===== config.mk =====
export PLATFORM = sky130hd
export DESIGN_NAME = regfile_dump_restore
export DESIGN_NICKNAME = d
export VERILOG_FILES = /design/src/rtl/regfile_dump_restore.sv
export SDC_FILE = /design/constraint.sdc
export NUM_CORES = 1
export LEC_CHECK = 0
export BUFFER_PORTS_ARGS = -buffer_cell sky130_fd_sc_hd__buf_2
export CAP_MARGIN = 25
export CELL_PAD_IN_SITES_DETAIL_PLACEMENT = 2
export CELL_PAD_IN_SITES_GLOBAL_PLACEMENT = 2
export CORE_ASPECT_RATIO = 1.75
export CORE_UTILIZATION = 26
export CTS_BUF_LIST = sky130_fd_sc_hd__clkbuf_16
export DETAILED_ROUTE_END_ITERATION = 8
export GPL_TIMING_DRIVEN = 0
export PLACE_DENSITY_LB_ADDON = 0.1
export SETUP_SLACK_MARGIN = 0.4
export SLEW_MARGIN = 20
export SYNTH_ARGS = -nofsm -noshare
export SYNTH_HDL_FRONTEND = slang
export SYNTH_SLANG_ARGS = --single-unit
export TNS_END_PERCENT = 30

===== constraint.sdc =====
create_clock -name i_clk -period 3.76 [get_ports i_clk]
set_input_delay 0 -clock i_clk [delete_from_list [all_inputs] [get_ports i_clk]]
set_output_delay 0 -clock i_clk [all_outputs]
set_load 0.02 [all_outputs]

===== src/rtl/regfile_dump_restore.sv =====
// Register-file dump/restore sequencer: walks FIRST_REG..LAST_REG,
// streaming reads out (dump) or writing a stream back (restore).
module regfile_dump_restore #(
  parameter int FIRST_REG = 1,
  parameter int LAST_REG  = 31
) (
  input  logic        i_clk,
  input  logic        i_rst,
  input  logic        i_start,
  input  logic        i_mode,
  input  logic        i_abort,
  output logic        o_busy,
  output logic        o_done,
  output logic [4:0]  o_rf_a_reg,
  input  logic [31:0] i_rf_a,
  output logic        o_rf_write_back_en,
  output logic [4:0]  o_rf_write_back_reg,
  output logic [31:0] o_rf_write_back,
  output logic [31:0] o_dout,
  output logic        o_dout_valid,
  input  logic        i_dout_ready,
  input  logic [31:0] i_din,
  input  logic        i_din_valid,
  output logic        o_din_ready
);

  typedef enum logic [2:0] {
    S_IDLE,
    S_DUMP_RD,
    S_DUMP_WAIT,
    S_RESTORE,
    S_DONE
  } state_t;

  localparam logic [4:0] LP_FIRST = 5'(FIRST_REG);
  localparam logic [4:0] LP_LAST  = 5'(LAST_REG);

  state_t     r_state;
  logic [4:0] r_idx;
  logic       w_din_hs;

  assign o_din_ready = (r_state == S_RESTORE) && !i_abort;
  assign w_din_hs    = o_din_ready && i_din_valid;
  assign o_busy      = (r_state != S_IDLE);
  assign o_done      = (r_state == S_DONE);
  assign o_rf_a_reg  = (r_state == S_DUMP_RD) ? r_idx : 5'd0;

  // The write pulse is launched from the handshake before the state update,
  // so a write registered in the cycle before an abort still completes.
  always_ff @(posedge i_clk) begin
    if (i_rst) begin
      r_state             <= S_IDLE;
      r_idx               <= 5'd0;
      o_rf_write_back_en  <= 1'b0;
      o_rf_write_back_reg <= 5'd0;
      o_rf_write_back     <= 32'd0;
      o_dout              <= 32'd0;
      o_dout_valid        <= 1'b0;
    end else begin
      o_rf_write_back_en <= w_din_hs;
      if (w_din_hs) begin
        o_rf_write_back_reg <= r_idx;
        o_rf_write_back     <= i_din;
      end

      if (i_abort && (r_state != S_IDLE)) begin
        r_state      <= S_IDLE;
        o_dout_valid <= 1'b0;
      end else begin
        case (r_state)
          S_IDLE: begin
            if (i_start) begin
              r_idx   <= LP_FIRST;
              r_state <= i_mode ? S_RESTORE : S_DUMP_RD;
            end
          end
          S_DUMP_RD: begin
            o_dout       <= i_rf_a;
            o_dout_valid <= 1'b1;
            r_state      <= S_DUMP_WAIT;
          end
          S_DUMP_WAIT: begin
            if (i_dout_ready) begin
              o_dout_valid <= 1'b0;
              if (r_idx == LP_LAST) begin
                r_state <= S_DONE;
              end else begin
                r_idx   <= r_idx + 5'd1;
                r_state <= S_DUMP_RD;
              end
            end
          end
          S_RESTORE: begin
            if (w_din_hs) begin
              if (r_idx == LP_LAST) begin
                r_state <= S_DONE;
              end else begin
                r_idx <= r_idx + 5'd1;
              end
            end
          end
          S_DONE: begin
            r_state <= S_IDLE;
          end
          default: begin
            r_state <= S_IDLE;
          end
        endcase
      end
    end
  end

endmodule


== Yosys cells after proc, flatten, opt, wreduce, memory -nomap -nowiden ==
Cells that the tools add are included.
Operators by class
  magnitude comparators: 0
  multiplexer cells: 15
  shift-type cells: 0
  $mul: 0
  bitwise logic cells: 1
  divide/modulo/power cells: 0
  add/sub/neg operators: 1
  reductions and logical operators: 13
  eq/ne operators: 9
Operator list (count)
  5-bit 2-to-1 mux: 5
  3-bit 2-to-1 mux: 5
  5-bit one-hot mux with 3 select lines: 1
  3-bit one-hot mux with 4 select lines: 1
  3-bit by 2-bit equality test with 1-bit output (second input constant): 2
  2-bit inequality test (second input constant): 3
  3-bit nonzero test: 2
  5-bit by 1-bit adder with 5-bit output (second input constant): 1
  5-bit equality test (second input constant): 1
  5-bit AND reduction: 1
  2-bit AND reduction: 2
  4-bit AND reduction: 1
  3-bit by 1-bit equality test with 1-bit output (second input constant): 1
  3-bit equality test (second input constant): 1
  1-bit logical AND: 3
  3-bit zero test: 1
  2-bit 2-to-1 mux: 1
  2-bit by 1-bit inequality test with 1-bit output (second input constant): 1
  1-bit one-hot mux with 2 select lines: 1
  2-bit nonzero test: 1
  2-bit OR reduction: 1
  1-bit zero test: 1
  1-bit 2-to-1 mux: 1
  1-bit inverter: 1
Word-level totals
  memory bits (writable): 0
  register bits after elaboration: 79
  output and inout port bits: 79
  memories kept: 0
  bits in latches: 0
  memory bits (read-only): 0

== Logic depth before layout (Yosys ltp) ==
  depth in word-level cells: 5
  gate-level depth with buffers: 7
  mapped depth without buffers: 7

== Least setup slack after synthesis ==
OpenSTA, ideal clock, no wires.
  path kind: register to register
  start point: reg r_idx[0]
  end point: reg r_idx[2]
  arrival time: 1.831 ns
  stages on the path, launching flop included: 8
  setup slack: 1.800 ns
  path through: dfxtp_1 ha_1 and3_1 ha_1 nand2b_1 o32a_1 a2111oi_0 o22ai_1
Between the ends
  word-level cells in the longest chain between the ends: 4
RTL lines
  start, declared: line 39  | logic [4:0] r_idx;
  start signal, assigned: line 88  | r_idx <= r_idx + 5'd1;
  start signal, assigned: line 98  | r_idx <= r_idx + 5'd1;
  5-bit by 1-bit adder with 5-bit output or 5-bit equality test (tied branches)
  5-bit 2-to-1 mux (*): line 85, 95
  5-bit 2-to-1 mux, on equally long branches: line 94, 83
  5-bit one-hot mux with 3 select lines (*): line 70  | case (r_state)
Mark *: on every way between the ends. The rest lies on a longest branch, timed or not. The select of a mux whose other input is x is not followed.
A chain may end at the register's enable or synchronous reset.

== Worst setup path after layout ==
Ends and elaborated chain as after synthesis.

==> results.txt <==
Die ar. = 0.01198 mm²
Initial antenna violation count = 0
Net Switching = 0.0006370 W
Area grow syn2layout = 62.13%
CP required = 3.96 ns
Max stage delay cell, worst path = a2111oi_0
Die span in y = 144.0 µm
Area of the core = 0.01117 mm²
Max_cap viols = 0
Mean area per synthesized cell = 7.845 µm²
Actual slew at the worst max-slew pin = 0.5522 ns
Crit path cell chain = ha_1, and3_1, ha_1, nand2b_1, o32a_1, a2111oi_0, o22ai_1
Post-Syn Area = 0.002997 mm²
Die X = 83.16 µm
Async set-reset flop share out of synthesis = 0%
Largest net degree at the start of global routing = 14
H-tree depth = 3
Net Sw Frac = 29.01%
GRT overflow = 0
Post-Route Utilization = 43.51%
Syn Inst Count = 382
First-pass GRT wire length = 20,440 µm
Status = complete, no violations
GPL Wtd Cong = 0.8041
Initial drt markers = 100
Via count = 3,585
RSZ-0062 raised after global routing = no
Clock network power share = 39.2%
Yosys top cell area share = 52.78%
# DRC = 0
Largest register FFs = 37
Library cells used by synthesis = 33
Dominant synthesized flop cell = dfxtp_1
Yosys warns = 0
Maximum buffer depth of the clock tree = 2
# nets final = 681
Number of buffers added on ports = 149
Crit Path Class = register to register
TritonCTS clock tree = yes
Avg Vias per Cell = 4.812
DR pass1 iterations = 4
Setup bufs post-CTS = 0
CP Max Fanout = 6
Starting Density = 26.83%
Crit path buf inv count = 0
Critical path arrival = 2.56 ns
Drt total wl = 12,860 µm
Seq pwr share = 41.6%
Vias in the first global route = 3,996
CP max stage delay = 0.48 ns
Routed WL per cell = 17.26 µm
CP Launch Type = register
Most frequent cell on the critical path = ha_1
Internal power = 0.001559 W
Worst setup margin = 1.397 ns
Post-synth EDFFs = 0
Hpwl dp = 8209 µm
Ranking of synthesized cells by area = dfxtp_1 (53%), nand2_1 (18%), a21oi_1 (12%)
Hold Crit Class = input pin to register
PwrDens = 452.0 mW/mm²
Antenna Cells = 0
Max Clk Rate = 423.1 MHz
Place WS = 1.482 ns
Post-route ant nets = 0
Synthesized Nets = 455
CTS Hold Bufs = 66
Ports = 150
Setup Skew = 0.005498 ns
CTS Buf Count = 9
Clock transition at the registers of the reported paths = 0.06 ns
Synth Register Bits = 79
Share of cells above drive strength 1 = 28.55%
Reg2Reg Depth = 7
Final setup TNS = 0 ns
# rows = 51
Leak pwr = 2.145 nW
Setup Viol. Count Final = 0
Register-to-register setup slack = 1.40 ns
Cell taking the most area after synthesis = dfxtp_1
Stages on worst setup path = 7
Post-cts resize count = 0
Clock root buffer = clkbuf_16
Peak supply drop = 0.2315 mV
Clock Latency Late Sink = 0.33 ns
Combinational power share = 19.2%
Hold path depth = 4
CP Capture Type = register
Final hold vios = 0
Sequential area share after synthesis = 52.78%
Crit path time final = 2.363 ns
Fin crit share = 62.86%
Gr usage total = 21.83%
Pins Over Slew Limit = 0
Top Family by Delay on Critical Path = compound AO/OA/AOI/OAI gates
CTS Sinks = 79
Slew Limit Headroom = 63.19%
[layer usage]
layer  global-route usage (%)  wire length (µm)  up-vias
met2                    45.38              7509      105
met3                    3.824               524       16
met1                    20.91              4593     1738
met5                        0                 0        -
li1                         -                 -     1726
met4                    7.804               228        0
[final timing paths]
check,from,to
setup / recovery,r_idx[0],r_idx[2]
hold / removal,i_start,r_state[1]
setup reg to reg,r_idx[0],r_idx[2]
hold reg to reg,o_rf_write_back[6],o_rf_write_back[6]
[placed cells by master, fill, tap and decap left out, drive strengths merged, types with 2 or more instances in the layout]
| cell | Yosys | routed |
|---|---|---|
| o41ai | 2 | 2 |
| or3 | 2 | 2 |
| and3 | 6 | 6 |
| o311ai | 2 | 2 |
| nor2b | 3 | 3 |
| dfxtp | 79 | 79 |
| and2 | 2 | 2 |
| o21a | 2 | 2 |
| nand3b | 2 | 2 |
| inv | 3 | 4 |
| a21oi | 73 | 73 |
| ha | 2 | 2 |
| clkbuf | 18 | 27 |
| nor2 | 6 | 6 |
| nand2 | 144 | 144 |
| nor3 | 5 | 5 |
| buf | 9 | 158 |
| nand2b | 4 | 4 |
| o21ai | 4 | 4 |
| nor3b | 2 | 2 |
| dlygate4sd3 | 0 | 66 |
| clkinv | 0 | 5 |
[worst min-delay path, cell delays in order]
cell and delay (ns):
buf_2 0.10, nor2_1 0.10, a211oi_1 0.07, o21a_1 0.10
[cell families after synthesis]
logic type               share of synthesized area, %
AO/OA/AOI/OAI                                   16.74
buffers and inverters                           4.133
AND/OR/NAND/NOR                                 25.51
flip-flops                                      52.78
adder cells (fa/ha/maj)                        0.8349
[metrics by stage]
stage	hold slack (ns)	cells	total power [W]	instance area (µm²)
floorplan	0.1360	382	0.001140	2997
global placement	0.2409	663	0.001279	3908
detailed placement	0.2492	663	0.001294	3908
CTS	0.08026	745	0.002217	4858
global route	0.1268	745	0.002300	4858
finish	0.08739	745	0.002196	4858
[area by class of cell]
class / count / area [µm²]
fillers: 1315 / 6309
flip-flops and latches: 79 / 1582
well taps: 132 / 165.2
clock inverters: 7 / 65.06
plain buffers: 27 / 112.6
repair buffers: 215 / 1406
multi-input cells: 273 / 1291
clock buffers: 9 / 225.2
inverters: 3 / 11.26
[cells in the mapped netlist, types with 3 or more instances]
| master | count |
|---|---|
| clkbuf_1 | 18 |
| nor2_1 | 6 |
| nand2b_1 | 4 |
| nor3_1 | 5 |
| nor2b_1 | 3 |
| buf_2 | 9 |
| nand2_1 | 144 |
| and3_1 | 6 |
| inv_1 | 3 |
| a21oi_1 | 73 |
| dfxtp_1 | 79 |
[power by group through the flow]
stage | clock network, W | logic (W) | registers, W
2_1_floorplan | 0 | 0.000176 | 0.000964
3_3_place_gp | 0 | 0.000351 | 0.000928
3_5_place_dp | 0 | 0.000363 | 0.000931
4_1_cts | 0.000885 | 0.000420 | 0.000913
5_1_grt | 0.000918 | 0.000462 | 0.000919
6_report | 0.000861 | 0.000422 | 0.000913
(Power assumes the default switching activity.)
